==> src/rtl/pkt_host_link.sv <==
// Host-side endpoint of the board UART packet protocol (0xFF, CMD, LEN, data).
// The TX path frames host commands for uart_tx; the RX path parses KEY/SW event frames from uart_rx.
module pkt_host_link #(
  parameter int TIMEOUT = 50000,
  parameter int TOW     = 16
) (
  input  logic        CLK,
  input  logic        RST,
  input  logic        REQ_VALID,
  output logic        REQ_READY,
  input  logic [7:0]  REQ_CMD,
  input  logic [1:0]  REQ_LEN_M1,
  input  logic [31:0] REQ_DATA,
  output logic [7:0]  TX_DATA,
  output logic        TX_START,
  input  logic        TX_BUSY,
  input  logic [7:0]  RX_DATA,
  input  logic        RX_RECV,
  output logic [4:0]  KEY_STATE,
  output logic [17:0] SW_STATE,
  output logic        KEY_EVT,
  output logic        SW_EVT,
  output logic        RX_ERR
);

  typedef enum logic [1:0] {T_IDLE, T_LOAD, T_WAITHI, T_WAITLO} txState_e;
  typedef enum logic [1:0] {R_SYNC, R_CMD, R_LEN, R_DATA} rxState_e;

  txState_e    txState_q, txState_d;
  logic        alive_q;
  logic [7:0]  txCmd_q, txCmd_d;
  logic [2:0]  txLen_q, txLen_d;
  logic [31:0] txPayload_q, txPayload_d;
  logic [2:0]  txIdx_q, txIdx_d;
  logic [7:0]  txData_q, txData_d;
  logic        txStart_q, txStart_d;
  logic [1:0]  txShift;
  logic [7:0]  txByte;

  rxState_e    rxState_q, rxState_d;
  logic [7:0]  rxCmd_q, rxCmd_d;
  logic [7:0]  rxLen_q, rxLen_d;
  logic [17:0] rxAsm_q, rxAsm_d;
  logic [7:0]  rxCnt_q, rxCnt_d;
  logic [TOW-1:0] rxTmo_q, rxTmo_d;
  logic        rxDispatch_q, rxDispatch_d;
  logic [4:0]  keyState_q, keyState_d;
  logic [17:0] swState_q, swState_d;
  logic        keyEvt_q, keyEvt_d;
  logic        swEvt_q, swEvt_d;
  logic        rxErr_q, rxErr_d;

  // REQ_READY stays low while reset is held and only rises after the first clean edge.
  assign REQ_READY = alive_q && (txState_q == T_IDLE);
  assign TX_DATA   = txData_q;
  assign TX_START  = txStart_q;
  assign KEY_STATE = keyState_q;
  assign SW_STATE  = swState_q;
  assign KEY_EVT   = keyEvt_q;
  assign SW_EVT    = swEvt_q;
  assign RX_ERR    = rxErr_q;

  // Payload goes out most-significant used byte first.
  always_comb begin
    txShift = 2'(txLen_q + 3'd2 - txIdx_q);
    txByte  = 8'hFF;
    case (txIdx_q)
      3'd0: txByte = 8'hFF;
      3'd1: txByte = txCmd_q;
      3'd2: txByte = {5'd0, txLen_q};
      default: begin
        case (txShift)
          2'd0: txByte = txPayload_q[7:0];
          2'd1: txByte = txPayload_q[15:8];
          2'd2: txByte = txPayload_q[23:16];
          default: txByte = txPayload_q[31:24];
        endcase
      end
    endcase
  end

  always_comb begin
    txState_d   = txState_q;
    txCmd_d     = txCmd_q;
    txLen_d     = txLen_q;
    txPayload_d = txPayload_q;
    txIdx_d     = txIdx_q;
    txData_d    = txData_q;
    txStart_d   = 1'b0;
    case (txState_q)
      T_IDLE: begin
        if (REQ_VALID && REQ_READY) begin
          txCmd_d     = REQ_CMD;
          txLen_d     = {1'b0, REQ_LEN_M1} + 3'd1;
          txPayload_d = REQ_DATA;
          txIdx_d     = 3'd0;
          txState_d   = T_LOAD;
        end
      end
      T_LOAD: begin
        if (!TX_BUSY) begin
          txData_d  = txByte;
          txStart_d = 1'b1;
          txState_d = T_WAITHI;
        end
      end
      T_WAITHI: begin
        if (TX_BUSY) txState_d = T_WAITLO;
      end
      T_WAITLO: begin
        if (!TX_BUSY) begin
          if (txIdx_q == txLen_q + 3'd2) begin
            txState_d = T_IDLE;
          end else begin
            txIdx_d   = txIdx_q + 3'd1;
            txState_d = T_LOAD;
          end
        end
      end
      default: txState_d = T_IDLE;
    endcase
  end

  always_ff @(posedge CLK or posedge RST) begin
    if (RST) begin
      txState_q   <= T_IDLE;
      alive_q     <= 1'b0;
      txCmd_q     <= 8'd0;
      txLen_q     <= 3'd0;
      txPayload_q <= 32'd0;
      txIdx_q     <= 3'd0;
      txData_q    <= 8'd0;
      txStart_q   <= 1'b0;
    end else begin
      txState_q   <= txState_d;
      alive_q     <= 1'b1;
      txCmd_q     <= txCmd_d;
      txLen_q     <= txLen_d;
      txPayload_q <= txPayload_d;
      txIdx_q     <= txIdx_d;
      txData_q    <= txData_d;
      txStart_q   <= txStart_d;
    end
  end

  // Only the 18 assembly bits that can ever reach KEY_STATE/SW_STATE are kept.
  always_comb begin
    rxState_d    = rxState_q;
    rxCmd_d      = rxCmd_q;
    rxLen_d      = rxLen_q;
    rxAsm_d      = rxAsm_q;
    rxCnt_d      = rxCnt_q;
    rxTmo_d      = rxTmo_q;
    rxDispatch_d = 1'b0;
    keyState_d   = keyState_q;
    swState_d    = swState_q;
    keyEvt_d     = 1'b0;
    swEvt_d      = 1'b0;
    rxErr_d      = 1'b0;

    if (rxState_q == R_SYNC) begin
      rxTmo_d = '0;
    end else if (RX_RECV) begin
      rxTmo_d = '0;
    end else if (rxTmo_q == TOW'(TIMEOUT - 1)) begin
      rxTmo_d   = '0;
      rxErr_d   = 1'b1;
      rxState_d = R_SYNC;
    end else begin
      rxTmo_d = rxTmo_q + TOW'(1);
    end

    if (RX_RECV) begin
      case (rxState_q)
        R_SYNC: begin
          if (RX_DATA == 8'hFF) rxState_d = R_CMD;
        end
        R_CMD: begin
          rxCmd_d   = RX_DATA;
          rxState_d = R_LEN;
        end
        R_LEN: begin
          rxLen_d = RX_DATA;
          rxAsm_d = '0;
          rxCnt_d = 8'd0;
          if (RX_DATA == 8'd0) begin
            rxErr_d   = 1'b1;
            rxState_d = R_SYNC;
          end else begin
            rxState_d = R_DATA;
          end
        end
        R_DATA: begin
          case (rxCnt_q)
            8'd0: rxAsm_d[7:0]   = RX_DATA;
            8'd1: rxAsm_d[15:8]  = RX_DATA;
            8'd2: rxAsm_d[17:16] = RX_DATA[1:0];
            default: ;
          endcase
          rxCnt_d = rxCnt_q + 8'd1;
          if (rxCnt_q + 8'd1 == rxLen_q) begin
            rxDispatch_d = 1'b1;
            rxState_d    = R_SYNC;
          end
        end
        default: rxState_d = R_SYNC;
      endcase
    end

    // Dispatch runs one cycle after the last data byte, while the parser already sits in R_SYNC.
    if (rxDispatch_q) begin
      if (rxLen_q > 8'd4) begin
        rxErr_d = 1'b1;
      end else if (rxCmd_q == 8'd0) begin
        if (rxLen_q == 8'd1) begin
          keyState_d = rxAsm_q[4:0];
          keyEvt_d   = 1'b1;
        end else begin
          rxErr_d = 1'b1;
        end
      end else if (rxCmd_q == 8'd1) begin
        if (rxLen_q == 8'd3) begin
          swState_d = rxAsm_q;
          swEvt_d   = 1'b1;
        end else begin
          rxErr_d = 1'b1;
        end
      end
    end
  end

  always_ff @(posedge CLK or posedge RST) begin
    if (RST) begin
      rxState_q    <= R_SYNC;
      rxCmd_q      <= 8'd0;
      rxLen_q      <= 8'd0;
      rxAsm_q      <= '0;
      rxCnt_q      <= 8'd0;
      rxTmo_q      <= '0;
      rxDispatch_q <= 1'b0;
      keyState_q   <= 5'd0;
      swState_q    <= 18'd0;
      keyEvt_q     <= 1'b0;
      swEvt_q      <= 1'b0;
      rxErr_q      <= 1'b0;
    end else begin
      rxState_q    <= rxState_d;
      rxCmd_q      <= rxCmd_d;
      rxLen_q      <= rxLen_d;
      rxAsm_q      <= rxAsm_d;
      rxCnt_q      <= rxCnt_d;
      rxTmo_q      <= rxTmo_d;
      rxDispatch_q <= rxDispatch_d;
      keyState_q   <= keyState_d;
      swState_q    <= swState_d;
      keyEvt_q     <= keyEvt_d;
      swEvt_q      <= swEvt_d;
      rxErr_q      <= rxErr_d;
    end
  end

endmodule

==> config.mk <==
export PLATFORM = sky130hd
export DESIGN_NAME = pkt_host_link
export DESIGN_NICKNAME = d
export VERILOG_FILES = /design/src/rtl/pkt_host_link.sv
export SDC_FILE = /design/constraint.sdc
export NUM_CORES = 1
export LEC_CHECK = 0
export CELL_PAD_IN_SITES_DETAIL_PLACEMENT = 1
export CELL_PAD_IN_SITES_GLOBAL_PLACEMENT = 2
export CORE_MARGIN = 8
export CORE_UTILIZATION = 37
export DETAILED_ROUTE_END_ITERATION = 12
export PLACE_DENSITY = 0.89
export REMOVE_ABC_BUFFERS = 1
export SLEW_MARGIN = 20
export SYNTH_ARGS = -nofsm -noshare
export SYNTH_HDL_FRONTEND = slang
export SYNTH_SLANG_ARGS = --single-unit
==> constraint.sdc <==
create_clock -name CLK -period 4.9 [get_ports CLK]
set_input_delay 0.49 -clock CLK [delete_from_list [all_inputs] [get_ports CLK]]
set_output_delay 0.49 -clock CLK [all_outputs]
set_load 0.1 [all_outputs]
==> results.cfg, run 1 <==
[status]
outcome = completed

[grt]
grt_first_pass_wirelength_um = 28800
busiest_layer = met2
grtUsageTotal_pct = 16.2
met1_usage_pct = 19.4
antenna_found_initial = 0
grt_max_degree = 118
grtUsageMet3_pct = 3.47
overflow = 0
first_global_vias = 5207
grtUsageMet2_pct = 28.2

[clock_tree]
cts_tree = yes
cts_setup_buffers = 0
hold_buffers = 0
cts.sinks = 145
ctsResizeCount = 0
clk_latency_ps = 430
cts_buffer_depth = 2
path_clk_slew_ps = 60
cts-root-buf = clkbuf_16
htree_levels = 4
numCtsBuffers = 17

[placed_design]
port_buffers = 90
finalWeightedCongestion = 0.788
hpwlAfterDp_um = 12200

[logic_synthesis]
synth.top_cells.by_count = 145 x dfrtp_1, 92 x mux2_2, 49 x nor2_1
synth.distinct_cells = 59
syn_avg_cell_area_um2 = 12.5
ys_ff_latch = 145
synthTopCellsByArea = dfrtp_1 53%, mux2_2 15%, ha_1 2.8%, nor2_1 2.7%, mux4_2 2.3%
synth_area_um2 = 6820
ys_seq_area_share_pct = 53.2
postSynthCellCount = 545
ys.flop_type = dfrtp_1
synth_area_leader_cell = dfrtp_1
yosysMostFrequentCell = dfrtp_1
synth_edf_count = 0
yosys_warnings = 0
synth_top_area_share_pct = 53.2
synth-async-reset-ratio_pct = 100

[finish]
final_core_util_pct = 47.6
diodes = 0
syn2layout_area_growth_pct = 25.8
fin_nets = 701
drive_gt1_share_pct = 23.8

[sta]
timing.slew.headroom_pct = 33.4
rsz0062_at_grt = no
period_minus_slack_ps = 3080
final-setup-viol-count = 0
slew_violations = 0
fmax_ghz = 0.324
fin_skew_ps = 12.6
final-hold-violation-count = 0
max_slew.worst_pin.slew_ps = 974
setup_tns_ps = 0
min_period_over_period_pct = 62.9

[critical_path]
end_kind = output port
critPathTopFamily = buffers and inverters
slowest_delay_ps = 1130
arrival_ps = 2590
required_ps = 4410
crit_type = reg -> out
cp.buffers_inverters = 2
cp-start-kind = register
crit_chain = inv_1 > ha_1 > and2_1 > clkdlybuf4s50_1
crit_fanout = 8
cp_slowest_cell = clkdlybuf4s50_1

[floorplanning]
dieHeight_um = 152
io_pins = 91
die_w_um = 152
core_um2 = 18000
initial_core_util_pct = 37.8
rows = 49
die_area_um2 = 23000

[pwr]
power_density_nw_per_um2 = 588
vdd.ir_drop.worst_uv = 442
leakage_nw = 3.76

[drt]
drc_errors = 0
antenna_left = 0
drtIter0Drc = 245
drt-vias-per-instance = 5.26
wl_per_cell_um = 20.3
drt-total-wl_um = 17700
dr.pass1.iters = 4
vias = 4591

[job]
cap_violations = 0

[min_path]
hold_class = reg -> reg
-- sequential cells by signal, summed over array words and instances (netlist names) --
register / cells
txPayload_q: 32
SW_STATE: 18
rxAsm_q: 18
rxTmo_q: 16
TX_DATA: 8
rxCmd_q: 8
rxCnt_q: 8
rxLen_q: 8
txCmd_q: 8
KEY_STATE: 5
txIdx_q: 3
txLen_q: 3
rxState_q: 2
txState_q: 2
KEY_EVT: 1
RX_ERR: 1
SW_EVT: 1
TX_START: 1
alive_q: 1
rxDispatch_q: 1
-- worst reg2reg max path, delay by kind of cell (launching register included) --
| family | cells | cell delay, ps |
|---|---|---|
| buffers and inverters | 1 | 290 |
| DFF | 1 | 470 |
| AOI/OAI and AO/OA | 1 | 300 |
| adders and majority gates | 1 | 240 |
| and+or+nand+nor | 1 | 70 |
| muxes | 1 | 580 |
| xor gates and xnor gates | 2 | 840 |
-- area by class of cell --
type                    count  area, um^2
clock buffers              22         484
flip-flops and latches    145        3630
inverters                  12        52.6
repair buffers             93         923
multi-input cells         362        3030
fillers                  1846        9450
well taps                 229         287
clock inverters             9         178
-- cell families (layout without fill, tap and decap cells) --
family / count (synthesis) / after routing / synth area share, %
compound gates: 56 / 56 / 5.91
xor+xnor: 25 / 25 / 3.21
fa+ha+maj: 15 / 15 / 2.75
buf+inv: 38 / 136 / 2.51
flops: 145 / 145 / 53.2
mux: 112 / 112 / 20.4
other cells: 1 / 1 / 0.0550
simple gates: 153 / 153 / 12.0
-- power by group --
group	leakage, nW	total (mW)	switching (mW)	internal [mW]
logic	1.59	1.65	0.866	0.782
registers	1.86	1.94	0.360	1.58
clock network	0.314	1.45	0.500	0.954
-- cells in the final DEF (no fill, tap or decap), drive strengths merged, types with 3 or more instances in the layout --
cell type	synthesis	final
dfrtp	145	145
mux2	102	102
clkdlybuf4s50	0	90
nor2	50	50
nand2	22	22
clkbuf	20	22
xnor2	15	15
ha	15	15
o21ai	14	14
and3	13	13
nand3	13	13
inv	12	12
xor2	10	10
nand4	9	9
nor3	9	9
mux4	8	8
a21o	7	7
nor2b	6	6
a22o	6	6
a221oi	5	5
bufinv	0	5
or4	5	5
nand2b	4	4
a211oi	4	4
or3	4	4
or2	3	3
nand3b	3	3
a21oi	3	3
a22oi	3	3
clkinvlp	0	3
buf	6	3
-- final timing paths --
kind | slack (ps) | depth (start not counted) | to | from
setup / recovery | 1820 | 4 | REQ_READY | txState_q[0]
hold / removal | 500 | 1 | txPayload_q[2] | txPayload_q[2]
setup reg to reg | 2000 | 7 | TX_DATA[6] | txIdx_q[0]
hold reg to reg | 500 | 1 | txPayload_q[2] | txPayload_q[2]
max in group asynchronous | 3320 | 3 | rxState_q[1] | RST
min in group asynchronous | 640 | 2 | SW_STATE[12] | RST
-- routing by layer --
layer / share of wire (%) / vias up / wire, um
met5: 0 / - / 0
met4: 1.0 / 0 / 183
met3: 3.2 / 13 / 571
met2: 53 / 61 / 9450
met1: 42 / 2396 / 7480
li1: - / 2121 / -
-- per-stage QoR --
stage | hold slack [ps] | total power, mW | instance area, um^2 | cells | worst slack (ps)
detailed placement | 493 | 3.59 | 7910 | 841 | 1670
finish | 500 | 5.05 | 8580 | 872 | 1820
CTS | 507 | 5.10 | 8580 | 872 | 1780
global placement | 476 | 3.48 | 7910 | 841 | 1860
global route | 521 | 5.32 | 8580 | 872 | 1690
floorplan | 455 | 3.08 | 6690 | 519 | 515
No activity file was read; power rests on OpenSTA's default activity.
==> run 2: changes to the inputs <==
clock period = 2.9 ns   (was 4.9 ns; I/O delays follow)
==> run 2 against run 1 <==
Clock skew is 5.7 ps lower. Utilization decreased by 0.83 points. Flip-flop and latch count unchanged. Via count decreased by 0.15%. Largest power group unchanged. Clock-buffer cell count unchanged. Critical path depth up 1. Clock power rose by 43%. Sequential share of layout area grew 0.75 points. Routed wire length fell by 2.8%.
==> results.cfg, run 2 (synthesis gave the netlist of run 1 again) <==
[floorplanning]
io_pins = 91
rows = 49
initial_core_util_pct = 37.8
dieHeight_um = 152
core_um2 = 18000
die_w_um = 152
die_area_um2 = 23000

[min_path]
hold_class = in -> async

[grt]
antenna_found_initial = 0
grtUsageTotal_pct = 15.6
grt_max_degree = 69
overflow = 0
first_global_vias = 5238
grt_first_pass_wirelength_um = 27900

[sta]
fin_hold_ws_ps = 284
setup_ws_ps = 297
fmax_ghz = 0.384
min_period_over_period_pct = 89.8
setup_tns_ps = 0
final-setup-viol-count = 0
timing.slew.headroom_pct = 48.9
fin_skew_ps = 6.88
period_minus_slack_ps = 2600
max_slew.worst_pin.slew_ps = 759
slew_violations = 0
final-hold-violation-count = 0
rsz0062_at_grt = no

[pwr]
power_density_nw_per_um2 = 964
vdd.ir_drop.worst_uv = 659
leakage_nw = 3.79
total_power_mw = 8.12

[drt]
vias = 4584
drc_errors = 0
dr.max_layer_used = met4
drt-total-wl_um = 17200
wl_per_cell_um = 19.6
drtIter0Drc = 283
drt-vias-per-instance = 5.23
met3_length_um = 606
antenna_left = 0
dr.pass1.iters = 4
wl_met1_um = 7290
dr_wl_met2_um = 9120

[placed_design]
hpwlAfterDp_um = 12200
port_buffers = 90
finalWeightedCongestion = 0.805
pre_cts_slack_ps = 276
dp.cells = 846
place_area_um2 = 7870

[clock_tree]
clk_latency_ps = 420
cts_setup_buffers = 0
cts_buffer_depth = 2
hold_buffers = 0
cts_tree = yes
cts-root-buf = clkbuf_16
path_clk_slew_ps = 60
cts.sinks = 145
numCtsBuffers = 17
ctsResizeCount = 0
htree_levels = 4

[critical_path]
crit_type = reg -> reg
slowest_delay_ps = 540
cp.buffers_inverters = 0
crit_fanout = 18
required_ps = 3200
crit_chain = or4_4 > or4_1 > or3_4 > nor2_8 > mux2_2
end_kind = register
arrival_ps = 2900
critPathTopFamily = simple AND/OR/NAND/NOR gates
cp_slowest_cell = or4_4
cp-start-kind = register

[finish]
fin_cells = 876
nFillCells = 1870
layout_commonest_cell = dfrtp_1
syn2layout_area_growth_pct = 23.6
largest_register_ffs = 32
top_register = txPayload_q
mostFrequentLayoutCells = 145 x dfrtp_1, 92 x mux2_2, 54 x clkdlybuf4s50_1
fin_nets = 706
final_core_util_pct = 46.8
diodes = 0
fin_area_um2 = 8430
drive_gt1_share_pct = 29.7

[job]
cap_violations = 0

[status]
outcome = completed
-- run 2: cell types whose count changed in the layout (fill, tap and decap cells not counted) --
cell | before | now
clkinvlp_4 | 3 | 5
clkdlybuf4s50_1 | 90 | 54
buf_12 | 0 | 1
clkbuf_8 | 4 | 3
buf_4 | 3 | 43
bufinv_16 | 5 | 1
inv_8 | 1 | 0
clkbuf_1 | 1 | 2
inv_6 | 0 | 2
-- run 2: area by class of cell --
cell class                 count  area (um^2)  area share, %
inverter                      12         50.0          0.594
sequential                   145         3630           43.0
timing repair buffer          98          883           10.5
clock inverter                 8         81.3          0.965
tap                          229          287           3.40
multi-input combinational    362         3030           35.9
clock buffer                  22          474           5.63
-- run 2: metal layers --
layer / global-route usage (%) / up-vias
li1: - / 2131
met1: 18.7 / 2380
met2: 27.2 / 59
met3: 3.59 / 14
met4: 5.10 / 0
met5: 0 / -
-- run 2: report_power, final --
part	internal, mW	leakage, nW	switching, mW
Sequential	2.68	1.86	0.597
Clock	1.24	0.257	0.839
Combinational	1.32	1.68	1.45
-- run 2: final timing paths --
path | startpoint | to | slack [ps] | cells after the start
worst max-delay path | rxCmd_q[3] | SW_STATE[12] | 300 | 5
worst min-delay path | RST | txPayload_q[26] | 280 | 2
worst max register to register | rxCmd_q[3] | SW_STATE[12] | 300 | 5
worst min register to register | rxTmo_q[0] | rxTmo_q[0] | 500 | 1
max in group asynchronous | RST | rxLen_q[6] | 1860 | 3
min in group CLK | REQ_DATA[20] | txPayload_q[20] | 480 | 2
-- run 2: worst register-to-register path: cells and delay by family (launching register included) --
kind / cells / cell delay, ps
and+or+nand+nor: 4 / 1710
DFF: 1 / 380
muxes: 1 / 410
